`config.mk`:
```
export PLATFORM = sky130hd
export DESIGN_NAME = conv_bias_relu_pool
export DESIGN_NICKNAME = d
export VERILOG_FILES = /design/src/rtl/conv_bias_relu_pool.sv
export SDC_FILE = /design/constraint.sdc
export NUM_CORES = 1
export LEC_CHECK = 0
export CAP_MARGIN = 20
export CORE_MARGIN = 4
export CORE_UTILIZATION = 25
export CTS_CLUSTER_DIAMETER = 150
export DETAILED_ROUTE_END_ITERATION = 10
export PLACE_DENSITY = 0.47
export SETUP_SLACK_MARGIN = 0.02
export SLEW_MARGIN = 5
export SYNTH_ARGS = -nofsm -noshare
export SYNTH_HDL_FRONTEND = slang
export SYNTH_SLANG_ARGS = --single-unit
```
`constraint.sdc`:
```
create_clock -name clk -period 9.7 [get_ports clk]
set_input_delay 1.94 -clock clk [delete_from_list [all_inputs] [get_ports clk]]
set_output_delay 1.94 -clock clk [all_outputs]
set_load 0.02 [all_outputs]
```
`src/rtl/conv_bias_relu_pool.sv`:
```
// -----------------------------------------------------------------------------
// conv_bias_relu_pool
//   Post-processing for the conv PE accumulator stream. The stream arrives in
//   raster order. Each pixel gets a bias added, then ReLU, then an arithmetic
//   right shift that saturates to DATA_W signed. The result is max-pooled
//   2x2 with stride 2 using a half-row line buffer.
//
//   Stage A: bias + ReLU + requantize, registered with a_valid.
//   Stage B: horizontal pair max, then vertical max against the line buffer.
//
// Ports:
//   clk         rising-edge clock
//   rst_n       asynchronous active-low reset
//   valid_in    sum_in valid this cycle
//   sum_in      signed conv accumulator (ACC_W)
//   bias        signed per-feature-map bias (ACC_W), static within a frame
//   pool_out    pooled pixel (DATA_W signed, always >= 0)
//   valid_out   one-cycle strobe qualifying pool_out
//   frame_done  one-cycle pulse with the last pooled pixel of a frame
//
// Build option:
//   CONV_QUANT_ROUND_EN  when defined, adds 2^(SHIFT-1) before the shift
//                        (round-half-up). Latency is unchanged.
// -----------------------------------------------------------------------------
module conv_bias_relu_pool #(
    parameter int DATA_W = 8,
    parameter int ACC_W  = 24,
    parameter int IMG_W  = 24,
    parameter int IMG_H  = 24,
    parameter int SHIFT  = 8
) (
    input  logic                     clk,
    input  logic                     rst_n,
    input  logic                     valid_in,
    input  logic signed [ACC_W-1:0]  sum_in,
    input  logic signed [ACC_W-1:0]  bias,
    output logic signed [DATA_W-1:0] pool_out,
    output logic                     valid_out,
    output logic                     frame_done
);

    localparam int CW   = (IMG_W > 1) ? $clog2(IMG_W) : 1;
    localparam int RW   = (IMG_H > 1) ? $clog2(IMG_H) : 1;
    localparam int LBN  = IMG_W / 2;
    localparam int LBW  = (LBN > 1) ? $clog2(LBN) : 1;
    // Two guard bits: one for the bias add, one for the rounding add.
    localparam int QW   = ACC_W + 2;
    localparam logic [QW-1:0] PX_MAX = QW'({(DATA_W-1){1'b1}});
`ifdef CONV_QUANT_ROUND_EN
    localparam logic [QW-1:0] RND = (SHIFT > 0) ? (QW'(1) << ((SHIFT > 0) ? SHIFT - 1 : 0)) : '0;
`endif

    // ---------------- Stage A: bias, ReLU, requantize ----------------
    logic signed [ACC_W:0] b_sum;
    logic [QW-1:0]         r_val;
    logic [QW-1:0]         q_val;
    logic [DATA_W-1:0]     px_new;

    logic                  a_valid_d, a_valid_q;
    logic [DATA_W-1:0]     a_px_d, a_px_q;

    always_comb begin
        // Add the sign-extended operands so the sum cannot wrap.
        b_sum = {sum_in[ACC_W-1], sum_in} + {bias[ACC_W-1], bias};
        r_val = b_sum[ACC_W] ? '0 : {1'b0, b_sum};
`ifdef CONV_QUANT_ROUND_EN
        r_val = r_val + RND;
`endif
        // r_val is non-negative here, so a logical shift equals the arithmetic shift.
        q_val  = r_val >> SHIFT;
        px_new = (q_val > PX_MAX) ? PX_MAX[DATA_W-1:0] : q_val[DATA_W-1:0];

        a_valid_d = valid_in;
        a_px_d    = valid_in ? px_new : a_px_q;
    end

    always_ff @(posedge clk or negedge rst_n) begin
        if (!rst_n) begin
            a_valid_q <= 1'b0;
            a_px_q    <= '0;
        end else begin
            a_valid_q <= a_valid_d;
            a_px_q    <= a_px_d;
        end
    end

    // ---------------- Stage B: 2x2 max pool ----------------
    logic [CW-1:0]     col_d, col_q;
    logic [RW-1:0]     row_d, row_q;
    logic [DATA_W-1:0] h_hold_d, h_hold_q;
    logic [DATA_W-1:0] pool_out_d, pool_out_q;
    logic              valid_out_d, valid_out_q;
    logic              frame_done_d, frame_done_q;

    logic [DATA_W-1:0] linebuf_q [LBN];
    logic [LBW-1:0]    lb_idx;
    logic [DATA_W-1:0] lb_rd;
    logic [DATA_W-1:0] hmax;
    logic              lb_we;

    always_comb begin
        lb_idx = LBW'(col_q >> 1);
        lb_rd  = linebuf_q[lb_idx];
        // All pixels are non-negative, so an unsigned compare is correct.
        hmax   = (a_px_q > h_hold_q) ? a_px_q : h_hold_q;

        col_d        = col_q;
        row_d        = row_q;
        h_hold_d     = h_hold_q;
        pool_out_d   = pool_out_q;
        valid_out_d  = 1'b0;
        frame_done_d = 1'b0;
        lb_we        = 1'b0;

        if (a_valid_q) begin
            if (!col_q[0]) begin
                h_hold_d = a_px_q;
            end else if (!row_q[0]) begin
                // Top half of the window: park the pair max for the next row.
                lb_we = 1'b1;
            end else begin
                pool_out_d   = (lb_rd > hmax) ? lb_rd : hmax;
                valid_out_d  = 1'b1;
                frame_done_d = (row_q == RW'(IMG_H - 1)) && (col_q == CW'(IMG_W - 1));
            end

            if (col_q == CW'(IMG_W - 1)) begin
                col_d = '0;
                row_d = (row_q == RW'(IMG_H - 1)) ? '0 : row_q + RW'(1);
            end else begin
                col_d = col_q + CW'(1);
            end
        end
    end

    always_ff @(posedge clk or negedge rst_n) begin
        if (!rst_n) begin
            col_q        <= '0;
            row_q        <= '0;
            h_hold_q     <= '0;
            pool_out_q   <= '0;
            valid_out_q  <= 1'b0;
            frame_done_q <= 1'b0;
        end else begin
            col_q        <= col_d;
            row_q        <= row_d;
            h_hold_q     <= h_hold_d;
            pool_out_q   <= pool_out_d;
            valid_out_q  <= valid_out_d;
            frame_done_q <= frame_done_d;
        end
    end

    // The line buffer is not reset: every entry is written on an even row
    // before the following odd row reads it.
    always_ff @(posedge clk) begin
        if (lb_we) linebuf_q[lb_idx] <= hmax;
    end

    assign pool_out   = pool_out_q;
    assign valid_out  = valid_out_q;
    assign frame_done = frame_done_q;

endmodule
```
== Yosys cells after proc, flatten, opt, wreduce, memory -nomap -nowiden ==
Memory sizes are Yosys's and may differ from the RTL's.
Index checks and enable logic that the tools add are counted.

* Register bits after elaboration: 37
* Memory bits (writable): 96
* Input port bits: 51
* Output and inout port bits: 10
* Logic and storage cells: 39
* Memories kept: 1

* $add $sub $neg: 3
* Order comparisons: 3
* Eq/ne operators: 2
* Mux-type cells: 17
* Bitwise gates (word level): 1
* Reductions and logical operators: 4

{| class="wikitable"
|+ Memory list
! name !! depth !! width !! read ports !! clocked after memory_dff !! wr ports !! line !! source
|-
| linebuf_q || 12 || 8 || 1 || 0 || 1 || 95 || <nowiki>logic [DATA_W-1:0] linebuf_q [LBN];</nowiki>
|}

{| class="wikitable"
|+ Operators by type and width
! cell !! number
|-
| $add 24x24->25 || 1
|-
| $mux 24 || 1
|-
| $mux 8 || 3
|-
| $gt 16x7->1 const B || 1
|-
| $gt 8x8->1 || 2
|-
| $mux 1 || 11
|-
| $add 5x1->5 const B || 2
|-
| $eq 5x5->1 const B || 2
|-
| $mux 5 || 2
|-
| $reduce_and 2->1 || 2
|-
| $reduce_and 3->1 || 1
|-
| $logic_and 1x1->1 || 1
|-
| $not 1->1 || 1
|}

== Logic depth before layout (Yosys ltp) ==
Gate-level depths: netlist (run 1).

* Depth after elaboration: 5
* Mapped depth: 18
* Depth with buffers taken out: 18

== Least setup slack after synthesis (run 1) ==
Ideal clock, no wire load.

* Kind: in2reg
* From: in sum_in[17]
* To: reg a_px_q[0]
* Setup time: 151 ps
* Data arrival time: 4041 ps
* Slack: 5508 ps
* Cell stages on the path: 10
* Path through: ha_1 > buf_6 > a21o_1 > a31o_1 > or2_0 > o41a_1 > mux2i_1 > o2111ai_1 > nor4_4 > a221oi_1

* Longest elaborated chain between the ends: 4

{| class="wikitable"
|+ RTL lines
! element !! line !! source
|-
| start, declared || 35 || <nowiki>input logic signed [ACC_W-1:0] sum_in,</nowiki>
|-
| $add 24x24->25 * || 64 || <nowiki>b_sum = {sum_in[ACC_W-1], sum_in} + {bias[ACC_W-1], bias};</nowiki>
|-
| $mux 24 * || 65 || <nowiki>r_val = b_sum[ACC_W] ? '0 : {1'b0, b_sum};</nowiki>
|-
| $gt 16x7->1 || 71 || <nowiki>px_new = (q_val > PX_MAX) ? PX_MAX[DATA_W-1:0] : q_val[DATA_W-1:0];</nowiki>
|-
| $mux 8 * || 71 ||
|-
| end signal, assigned || 83 || <nowiki>a_px_q <= a_px_d;</nowiki>
|-
| end, declared || 60 || <nowiki>logic [DATA_W-1:0] a_px_d, a_px_q;</nowiki>
|}

Every way passes the cells marked *; elsewhere a longest branch is shown, timed or not.
A chain may end at the register's enable or synchronous reset.

== Worst setup path in the final report (run 1) ==
* From: in sum_in[13]
* To: reg a_px_q[3]

Same word-level chain as after synthesis.

==> results of run 1 <==
report_power, final:
group	total, mW	internal [mW]	leakage (nW)	switching, mW
clock network	0.703	0.479	0.310	0.224
registers	0.769	0.727	1.31	0.0414
logic	0.736	0.318	1.54	0.418
critical path: cells and delay by family:
| family | cells | cell delay (ns) |
|---|---|---|
| AOI/OAI and AO/OA | 3 | 0.53 |
| buffers and inverters | 1 | 0.41 |
| and+or+nand+nor | 4 | 1.30 |
| muxes | 1 | 0.22 |
| adders and majority gates | 1 | 0.46 |
sequential cells by signal (all words and copies together), names as in the netlist:
register	count
col_q	5
row_q	5
h_hold_q	8
pool_out	8
valid_out	1
linebuf_q	96
frame_done	1
a_px_q	8
a_valid_q	1
logic make-up after synthesis:
family / count (synthesis) / synth area share (%)
AO/OA/AOI/OAI: 135 / 11.9
XOR/XNOR: 13 / 1.62
adder cells (fa/ha/maj): 41 / 7.30
buffers and inverters: 52 / 3.06
flip-flops: 133 / 54.2
multiplexers: 54 / 12.2
AND/OR/NAND/NOR: 144 / 9.70
metrics by stage:
stage	total power, mW	setup WS (ns)	area, µm²
after floorplan	1.31	5.51	7030
after global placement	1.51	4.67	8030
after detailed placement	1.53	4.61	8030
after CTS	2.24	5.04	8680
after global routing	2.34	4.80	8680
final	2.21	5.10	8680
synthesized netlist by cell type, drive strengths merged, types with 13 or more instances:
cell | instances | area (µm²)
o21ai | 46 | 230
dfrtp | 37 | 926
nor2 | 35 | 131
mux2 | 14 | 158
mux2i | 16 | 160
ha | 41 | 513
inv | 28 | 105
mux4 | 24 | 541
a21oi | 36 | 184
edfxtp | 96 | 2880
nand2 | 52 | 195
clkbuf | 16 | 62.6
nand3 | 13 | 65.1
layer usage:
metal,vias to the layer above,track usage (%),part of all wire (%)
li1,2299,-,-
met1,2319,12.9,45
met2,97,17.7,50
met3,16,2.17,3.2
met4,0,4.39,1.6
met5,-,0,0
final timing paths:
kind,to,cells past startpoint
max in group asynchronous,h_hold_q[1]$_DFFE_PN0P_,1
worst min-delay path,pool_out[5]$_DFFE_PN0P_,2
worst max-delay path,a_px_q[3]$_DFFE_PN0P_,10
min in group asynchronous,pool_out[3]$_DFFE_PN0P_,1
worst min register to register,pool_out[5]$_DFFE_PN0P_,2
worst max register to register,pool_out[2]$_DFFE_PN0P_,16
layout make-up:
cell class | instances | area share, %
Clock buffer | 21 | 5.07
Clock inverter | 11 | 2.36
Inverter | 28 | 1.21
Multi-Input combinational cell | 387 | 34.6
Sequential cell | 133 | 43.9
Tap cell | 378 | 5.45
Timing Repair Buffer | 66 | 7.38
==> flow_summary.toml, run 1 <==
[job]
cap_violations = 0

[logic_synthesis]
synth_edf_count = 96
async_reset_ff_share_pct = 27.8
synth_fp_nets = 664
synth.avg_cell_area_um2 = 12.3
ys_seq_area_share_pct = 54.2
synth-warning-count = 0
syn_area_mm2 = 0.00703
ys.flop_type = "edfxtp_1"
synth_cell_types = 58
synth_cells = 572
synth_seq_cells = 133

[layout]
final_cells = 1024
area_growth_pct = 23.5
multi_input_comb_area_mm2 = 0.00301
fillers = 2849
drive_gt1_share_pct = 11.6
n_antenna_cell = 0
layout_commonest_cell = "edfxtp_1"
seq_area_mm2 = 0.00381
final_nets = 725
layout_common_cells = "96 x edfxtp_1, 59 x clkdlybuf4s50_1, 52 x nand2_1"
final_core_utilization_pct = 31.2

[critical_path]
crit_chain = "clkdlybuf4s50_1, ha_1, nand4_1, or4_1, a2bb2oi_1, nand2_1, mux2i_1, o2111ai_1, nor4_4, a211oi_1"
cp_max_fo = 8
worstReg2RegStart = "a_px_q[1]$_DFFE_PN0P_"
startpoint = "sum_in[13]"
start_kind = "primary input"
worstPathArrival_ns = 4.86
required_ns = 9.97
r2r_setup_slack_ns = 5.61
cp_slowest_cell = "or4_1"
critPathKind = "primary input to flop"
slowest_delay_ns = 0.56
cp-end-kind = "flop"

[routing]
drt_iter0_markers = 259
post-route-drc-count = 0
antenna_left = 0
dr.pass1.iters = 4
avgRoutedWirePerCell_um = 15.2
avgViaCountPerCell = 4.62
wl_um = 15600
via_count = 4731

[floorplanning]
die_w_um = 176
io_pins = 61
coreArea_mm2 = 0.0278
dieArea_mm2 = 0.0309
die_h_um = 176
initial_utilization_pct = 25.3
fp-row-count = 61

[sta]
worst_slew_pin_slew_ns = 1.07
fmax_ghz = 0.217
hold_slack_ns = 0.471
fin_crit_sh_pct = 47.4
rsz0062_at_grt = "no"
hold_viol = 0
fin_skew_ns = 0.00558
min_period_ns = 4.60
slew_headroom_pct = 28.2
slew_violations = 0
setup_viol = 0
fin_setup_tns_ns = 0

[placement]
hpwl_um = 11500
io_buffers = 60
placedCellCount = 992
place.gp.congestion = 0.798

[global_routing]
grt_pass1_vias = 5025
grt_max_degree = 38
grt_first_pass_wirelength_um = 25600
overflow = 0
antenna_found_initial = 0
grt.total_usage_pct = 10.4

[power_and_ir_drop]
p_per_area_mw_per_mm2 = 254
leakagePower_nw = 3.16
ir_drop_uv = 108

[clocking]
postCtsSetupBuffers = 0
clk_pin_slew_ns = 0.05
clk-insertion-delay-late_ns = 0.41
cts_max_level = 4
post_cts_resized = 0
cts_inserted_buffers = 17
holdBufCountCts = 0
cts_root_buf = "clkbuf_16"
clockBufferDepth = 2
cts_tree = "done"
cts.sinks = 133

[outcome]
status = "finished clean"

[min_path]
hp-class = "flop to flop"
min_from = "pool_out[5]$_DFFE_PN0P_"
Note: power is estimated with default switching activity, not from simulation.
==> run 2: changes to the inputs <==
==> constraint.sdc (replaced) <==
create_clock -name clk -period 4.4 [get_ports clk]
set_input_delay 0.88 -clock clk [delete_from_list [all_inputs] [get_ports clk]]
set_output_delay 0.88 -clock clk [all_outputs]
set_load 0.02 [all_outputs]
==> run 2 against run 1 <==
  * Sequential power up 130%
  * Sequential share of layout area shrank 0.18 points
  * Utilization rose by 0.13 points
  * Largest power group unchanged
  * Largest cell class unchanged
  * Register-to-register slack lost 5.1 ns
  * Count of clock-buffer cells in the layout is the same
  * Die area is the same
  * Critical endpoint is now pool_out[4]$_DFFE_PN0P_
  * Clock skew rose by 0.0042 ns
  * Cell area is 0.42% higher
==> flow_summary.toml, run 2 (synthesized netlist as in run 1, its figures left out) <==
[outcome]
status = "finished clean"

[placement]
hpwl_um = 12400
io_buffers = 60
post_dp_cell_area_mm2 = 0.00812
place.gp.congestion = 0.780
dp_slack_ns = 0.352

[clocking]
clk_pin_slew_ns = 0.05
cts_tree = "done"
cts_root_buf = "clkbuf_16"
clockBufferDepth = 2
post_cts_resized = 0
postCtsSetupBuffers = 0
cts.sinks = 133
holdBufCountCts = 0
cts_max_level = 4
cts_inserted_buffers = 17
clk-insertion-delay-late_ns = 0.41

[layout]
n_antenna_cell = 0
drive_gt1_share_pct = 13.1
largest_reg_flops = 96
layout_common_cells = "96 x edfxtp_1, 59 x clkdlybuf4s50_1, 52 x nand2_1"
area_growth_pct = 24.0
layout_commonest_cell = "edfxtp_1"
final_nets = 736
final_core_utilization_pct = 31.4
post-route-cell-area_mm2 = 0.00871
top_register = "linebuf_q"

[global_routing]
grt_pass1_vias = 5050
overflow = 0
grt_max_degree = 38
grt.total_usage_pct = 11.3
antenna_found_initial = 0
grt_first_pass_wirelength_um = 27400

[floorplanning]
initial_utilization_pct = 25.3
io_pins = 61
die_h_um = 176
dieArea_mm2 = 0.0309
die_w_um = 176
coreArea_mm2 = 0.0278
fp-row-count = 61

[critical_path]
worstReg2RegStart = "a_px_q[1]$_DFFE_PN0P_"
cp_max_fo = 9
cp_slowest_cell = "a21oi_1"
crit_buf_inv = 1
r2r_setup_slack_ns = 0.49
reg2reg_depth = 16
crit_top_cell = "o21ai_0"
start_kind = "flop"
required_ns = 4.66
r2r-end = "pool_out[4]$_DFFE_PN0P_"
cp-end-kind = "flop"
crit_chain = "ha_1, nor2b_1, o21a_1, o21a_1, o21ai_0, a21oi_1, mux2_2, inv_1, ha_1, a21o_1, a21o_1, a21oi_1, o21ai_0, nand2_1, mux2i_1, o21ai_0"
critPathTopFamily = "compound AO/OA/AOI/OAI gates"
critPathKind = "flop to flop"
worstPathArrival_ns = 4.17
slowest_delay_ns = 0.65

[routing]
drt_iter0_markers = 231
wl_um = 16700
avgViaCountPerCell = 4.62
post-route-drc-count = 0
antenna_left = 0
avgRoutedWirePerCell_um = 16.2
via_count = 4781
dr.pass1.iters = 5

[sta]
worst_slew_pin_slew_ns = 1.01
min_period_ns = 3.91
rsz0062_at_grt = "no"
fmax_ghz = 0.256
fin_crit_sh_pct = 88.9
fin_setup_tns_ns = 0
fin_skew_ns = 0.00982
slew_violations = 0
setup_viol = 0
hold_viol = 0
setup_ws_ns = 0.489
slew_headroom_pct = 32.5

[power_and_ir_drop]
leakagePower_nw = 3.19
p_comb_share_pct = 34.0
p_seq_share_pct = 36.6
p_per_area_mw_per_mm2 = 558
ir_drop_uv = 202
swShare_pct = 32.0
p_switching_mw = 1.56
internal_power_mw = 3.31
power_mw = 4.86
pwr-share-clk_pct = 29.4

[min_path]
hp-class = "flop to flop"
min_to = "pool_out[4]$_DFFE_PN0P_"
min_from = "pool_out[4]$_DFFE_PN0P_"
hold_depth = 2

[job]
cap_violations = 0
==> run 2: metal layers <==
layer | GRT usage, % | vias to the layer above | share of wire (%)
li1 | - | 2325 | -
met1 | 14.6 | 2315 | 46
met2 | 18.4 | 115 | 48
met3 | 2.43 | 26 | 3.4
met4 | 4.87 | 0 | 2.7
met5 | 0 | - | 0
==> run 2: worst max path at each step <==
stage	slack, ns	from	cells after the start	endpoint
after floorplan	0.92	a_px_q[1]$_DFFE_PN0P_	16	pool_out[1]$_DFFE_PN0P_
after global placement	0.40	sum_in[13]	10	a_px_q[0]$_DFFE_PN0P_
after detailed placement	0.35	bias[13]	10	a_px_q[0]$_DFFE_PN0P_
after CTS	0.50	a_px_q[1]$_DFFE_PN0P_	16	pool_out[1]$_DFFE_PN0P_
after global routing	0.19	a_px_q[1]$_DFFE_PN0P_	17	pool_out[0]$_DFFE_PN0P_
final	0.49	a_px_q[1]$_DFFE_PN0P_	16	pool_out[4]$_DFFE_PN0P_
==> run 2: layout make-up <==
class	count	area, µm²
clock buffers	21	440
well taps	378	473
flip-flops and latches	133	3810
multi-input cells	387	3010
repair buffers	77	723
inverters	28	105
clock inverters	11	159
fillers	2816	19100
==> run 2: through the flow <==
stage                     hold WS [ns]  instances
after global placement           0.470       1003
after CTS                        0.483       1035
final                            0.477       1035
after detailed placement         0.471       1003
after floorplan                  0.486        572
after global routing             0.505       1035
==> run 2: power groups by stage <==
stage | Sequential [mW] | Combinational [mW] | Clock, mW
after detailed placement | 1.81 | 1.66 | 0
after floorplan | 1.71 | 1.17 | 0
after global placement | 1.81 | 1.64 | 0
final | 1.78 | 1.65 | 1.43
after CTS | 1.79 | 1.67 | 1.47
after global routing | 1.81 | 1.84 | 1.53
==> run 2: worst min-delay path, cell delays in order (launching register included) <==
cell	delay, ns
dfrtp_1	0.34
nand2_1	0.04
o21ai_0	0.06
==> run 3: changes to the inputs <==
--- a/config.mk
+++ b/config.mk
@@ -6,7 +6,7 @@
 export NUM_CORES = 1
 export LEC_CHECK = 0
 export CAP_MARGIN = 20
-export CORE_MARGIN = 4
+export CORE_MARGIN = 2
 export CORE_UTILIZATION = 25
 export CTS_CLUSTER_DIAMETER = 150
 export DETAILED_ROUTE_END_ITERATION = 10
==> run 3 against run 2 <==
  * Routed wire length down 5.5%
  * Critical path depth unchanged
  * First-iteration DRC count grew 3.9%
==> flow_summary.toml, run 3 (synthesized netlist as in run 1, its figures left out) <==
[global_routing]
grt_pass1_vias = 4835
grt_first_pass_wirelength_um = 25600
antenna_found_initial = 0
grt.total_usage_pct = 11.3
overflow = 0
grt_max_degree = 38

[sta]
rsz0062_at_grt = "no"
hold_slack_ns = 0.477
min_period_ns = 3.96
fmax_ghz = 0.252
slew_violations = 0
slew_headroom_pct = 39.1
fin_setup_tns_ns = 0
setup_viol = 0
hold_viol = 0
setup_ws_ns = 0.438
fin_crit_sh_pct = 90.1
worst_slew_pin_slew_ns = 0.910
fin_skew_ns = 0.00735

[placement]
dp_slack_ns = 0.454
hpwl_um = 11800
post_dp_cell_area_mm2 = 0.00810
io_buffers = 60
place.gp.congestion = 0.861
placedCellCount = 999

[routing]
avgRoutedWirePerCell_um = 15.3
drt_iter0_markers = 240
highest_layer = "met4"
wl_met2_um = 7870
dr.pass1.iters = 5
antenna_left = 0
wl_um = 15800
avgViaCountPerCell = 4.63
met3_length_um = 520
via_count = 4771
wirelength_met1_um = 7190
post-route-drc-count = 0

[layout]
seq_area_mm2 = 0.00381
layout_commonest_cell = "edfxtp_1"
fillers = 2764
layout_common_cells = "96 x edfxtp_1, 59 x clkdlybuf4s50_1, 52 x nand2_1"
largest_reg_flops = 96
final_nets = 732
final_core_utilization_pct = 31.4
final_cells = 1031
drive_gt1_share_pct = 12.9
area_growth_pct = 23.6
top_register = "linebuf_q"
n_antenna_cell = 0
multi_input_comb_area_mm2 = 0.00301
post-route-cell-area_mm2 = 0.00869

[critical_path]
crit_top_cell = "o21ai_0"
crit_buf_inv = 1
worstPathArrival_ns = 4.23
cp_max_fo = 9
cp-end-kind = "flop"
cp_slowest_cell = "a21oi_1"
critPathKind = "flop to flop"
slowest_delay_ns = 0.65
critPathTopFamily = "compound AO/OA/AOI/OAI gates"
crit_chain = "ha_1, nor2b_1, o21a_1, o21a_1, o21ai_0, a21oi_1, mux2_2, inv_1, ha_1, a21o_1, a21o_1, a21oi_1, o21ai_0, nand2_1, mux2i_1, o21ai_0"
start_kind = "flop"
required_ns = 4.67

[clocking]
cts_inserted_buffers = 17
clk_pin_slew_ns = 0.05
clk-insertion-delay-late_ns = 0.41
cts_tree = "done"
holdBufCountCts = 0
postCtsSetupBuffers = 0
cts_max_level = 4
cts.sinks = 133
clockBufferDepth = 2
post_cts_resized = 0
cts_root_buf = "clkbuf_16"

[floorplanning]
io_pins = 61
coreArea_mm2 = 0.0277
die_h_um = 172
die_w_um = 172
initial_utilization_pct = 25.4
fp-row-count = 61
dieArea_mm2 = 0.0295

[power_and_ir_drop]
ir_drop_uv = 240
p_switching_mw = 1.58
p_seq_share_pct = 36.2
leakagePower_nw = 3.17
swShare_pct = 32.7
power_mw = 4.81
internal_power_mw = 3.24
pwr-share-clk_pct = 29.1
p_comb_share_pct = 34.7
p_per_area_mw_per_mm2 = 554

[outcome]
status = "finished clean"

[job]
cap_violations = 0

[min_path]
hp-class = "flop to flop"
-- run 3: cell count changes in the layout (fill, tap and decap cells not counted) --
| cell | change |
|---|---|
| buf_4 | -5 |
| clkbuf_1 | -3 |
| clkinvlp_4 | +2 |
| buf_12 | +1 |
| bufinv_16 | -1 |
| clkinv_1 | +1 |
| clkinv_2 | -1 |
| clkinv_4 | +1 |
| inv_6 | +1 |
-- run 3: area by class of cell --
type                    count  area share, %
well taps                 378           5.44
flip-flops and latches    133           43.8
repair buffers             73           8.12
multi-input cells         387           34.6
inverters                  28           1.21
clock inverters            14           1.84
clock buffers              18           4.94
-- run 3: tightest hold or removal path: stages (launching register included) --
cell     delay (ns)
dfrtp_1        0.34
nand2_1        0.04
o21ai_0        0.06
-- run 3: power groups by stage --
stage               sequential, mW  clock, mW  combinational [mW]
global route                  1.77       1.48                1.86
CTS                           1.75       1.43                1.69
floorplan                     1.71          0                1.17
finish                        1.74       1.40                1.67
detailed placement            1.77          0                1.68
global placement              1.77          0                1.64
-- run 3: final timing paths --
path                                          from                 endpoint  slack, ns  depth (start not counted)
setup / recovery             a_px_q[1]$_DFFE_PN0P_  pool_out[3]$_DFFE_PN0P_       0.44                         16
hold / removal             pool_out[2]$_DFFE_PN0P_  pool_out[2]$_DFFE_PN0P_       0.48                          2
setup reg to reg             a_px_q[1]$_DFFE_PN0P_  pool_out[3]$_DFFE_PN0P_       0.44                         16
hold reg to reg            pool_out[2]$_DFFE_PN0P_  pool_out[2]$_DFFE_PN0P_       0.48                          2
max in group asynchronous                    rst_n    a_px_q[4]$_DFFE_PN0P_       3.25                          1
min in group asynchronous                    rst_n  pool_out[3]$_DFFE_PN0P_       0.59                          1
-- run 3: routing by layer --
| metal | vias to the layer above | global-route usage, % |
|---|---|---|
| met5 | - | 0 |
| met1 | 2311 | 14.1 |
| met2 | 123 | 19.2 |
| met3 | 15 | 2.00 |
| li1 | 2322 | - |
| met4 | 0 | 4.64 |
==> RTL change (settings of run 1) <==
The option `CONV_QUANT_ROUND_EN` is turned on by a define.
--- a/src/rtl/conv_bias_relu_pool.sv
+++ b/src/rtl/conv_bias_relu_pool.sv
@@ -23,4 +23,6 @@
 //                        (round-half-up). Latency is unchanged.
 // -----------------------------------------------------------------------------
+`define CONV_QUANT_ROUND_EN
+
 module conv_bias_relu_pool #(
     parameter int DATA_W = 8,
Function: same outputs for any inputs over 10 cycles, from zero or initial values and one cycle with rst_n low; that may be too few to reach the edited logic, so the function may still have changed.
==> RTL change against run 1 <==
Die area up 10%; combinational power up 19%; final area up 8.2%; cell count up 10%; total power up 3.8%; routed wire length up 17%; worst setup slack worse by 1.1 ns; sequential cell count unchanged; area after synthesis up 11%; largest cell class unchanged; largest power group is now combinational logic.
==> RTL change: results (changes against run 1) <==
• CTS clock-pin slew for the worst setup and hold paths: 0.06 ns
• synth top area cells: edfxtp_1 (37%), dfrtp_1 (12%), mux4_2 (6.9%), ha_1 (6.7%), nand2_1 (3.0%)
• Clock Skew: 0.00862 ns, +0.00303 ns
• number of violations reported at the end of detailed-routing iteration 0: 245, -5.4%
• Post-Synth XOR/XNOR Area: 2.81%, +1.2 points
• register with the highest flop count: linebuf_q
• slowest cell delay on critical path: 0.70 ns, +0.14 ns
• Arr. time, crit path: 5.95 ns, +1.09 ns
• CP max stage cell: a31oi_1
• peak supply drop: 0.110 mV, +1.5%
• vias in the first global route: 5390, +7.3%
• number of instances in the synthesized netlist: 668, +17%
• placement-stage worst setup slack: 3.60 ns, -1.01 ns
• EDFF count, synth: 96, unchanged
• buffers inserted during post-CTS setup optimization: 0, unchanged
• max reg flops: 96, unchanged
• Post-Synth Adder-Cell Area: 6.74%, -0.55 points
• Leak Pwr: 3.37 nW, +6.7%
• result of the run: completed
• Tot GR Track Use: 10.8%, +0.36 points
• cell area reported after detailed placement: 0.00878 mm^2, +9.3%
• via count: 5286, +12%
• Synth Area in Compound Gates: 13.8%, +1.9 points
• worst max-slew margin expressed relative to the limit: 35.6%, +7.3 points
• final weighted congestion in routability-driven placement: 0.806, +1.0%
• Total Nets Final: 814, +12%
• number of distinct library cells after synthesis: 70, +21%
• pin count of the biggest net entering global routing: 38, unchanged
• via density per instance: 4.68, +1.3%
• share of post-route cells with drive strength above 1: 14.0%, +2.4 points
• Yosys warning count: 0, unchanged
• estimated wirelength of the detail-placed design: 13400 um, +17%
• Post-Place Cells: 1097, +11%
• wire length of the first global-routing pass: 29100 um, +14%
• Critical Path Fanout Max: 11, +3
• Async S/R FF share, synth: 27.8%, unchanged
• post-synthesis mux area share: 11.0%, -1.2 points
• post-synthesis sequential area ratio: 48.9%, -5.3 points
• hold violation total from the final report: 0, unchanged
• most used standard cells in the synthesized netlist: edfxtp_1 (96), nand2_1 (63), ha_1 (42), nor2_1 (38), o21ai_0 (38)
• routed wirelength normalized by instance count: 16.1 um, +5.6%
• number of nets produced by synthesis: 761, +15%
• insertion delay of the later-clocked pin in the worst-skew pair: 0.41 ns, about the same
• power dissipated by switching net loads: 782 uW, +14%
• Resize count post-CTS: 0, unchanged
• family of cells with the greatest summed delay on the critical path: compound AO/OA/AOI/OAI gates
• 1st-pass router iterations: 5, +1
RTL change: cell types whose count changed in the layout (fill, tap and decap cells not counted), sizes merged, moves of 6 or more:
cell / change
nand3: +6
xor2: +7
nand2b: +10
nand2: +12
a41oi: +8
RTL change: path summary, 6_finish.rpt:
path,start,end,slack (ns),cells after the start
worst min register to register,pool_out[4]$_DFFE_PN0P_,pool_out[4]$_DFFE_PN0P_,0.49,2
worst min-delay path,pool_out[4]$_DFFE_PN0P_,pool_out[4]$_DFFE_PN0P_,0.49,2
worst max-delay path,sum_in[11],a_px_q[3]$_DFFE_PN0P_,4.00,15
min in group asynchronous,rst_n,col_q[3]$_DFFE_PN0P_,1.64,1
worst max register to register,a_px_q[1]$_DFFE_PN0P_,pool_out[1]$_DFFE_PN0P_,5.05,20
max in group asynchronous,rst_n,pool_out[1]$_DFFE_PN0P_,7.52,1
RTL change: layer usage:
metal | routed length (um) | global-route usage, % | up-vias
met4 | 116 | 2.48 | 0
met5 | 0 | 0 | -
li1 | - | - | 2653
met3 | 572 | 2.37 | 10
met2 | 8380 | 17.2 | 74
met1 | 9080 | 15.0 | 2549
RTL change: power groups by stage:
stage | clock, mW | sequential [mW] | combinational, mW
2_1_floorplan | 0 | 0.769 | 0.631
3_3_place_gp | 0 | 0.772 | 0.893
6_report | 0.652 | 0.760 | 0.879
4_1_cts | 0.666 | 0.762 | 0.896
5_1_grt | 0.693 | 0.768 | 0.985
3_5_place_dp | 0 | 0.773 | 0.891
RTL change: layout make-up:
| class | instances | area, um^2 |
|---|---|---|
| timing repair buffer | 65 | 633 |
| clock buffer | 18 | 429 |
| sequential | 133 | 3810 |
| tap | 396 | 495 |
| multi-input combinational | 474 | 3740 |
| clock inverter | 14 | 175 |
| fill | 3108 | 21300 |
| inverter | 30 | 113 |
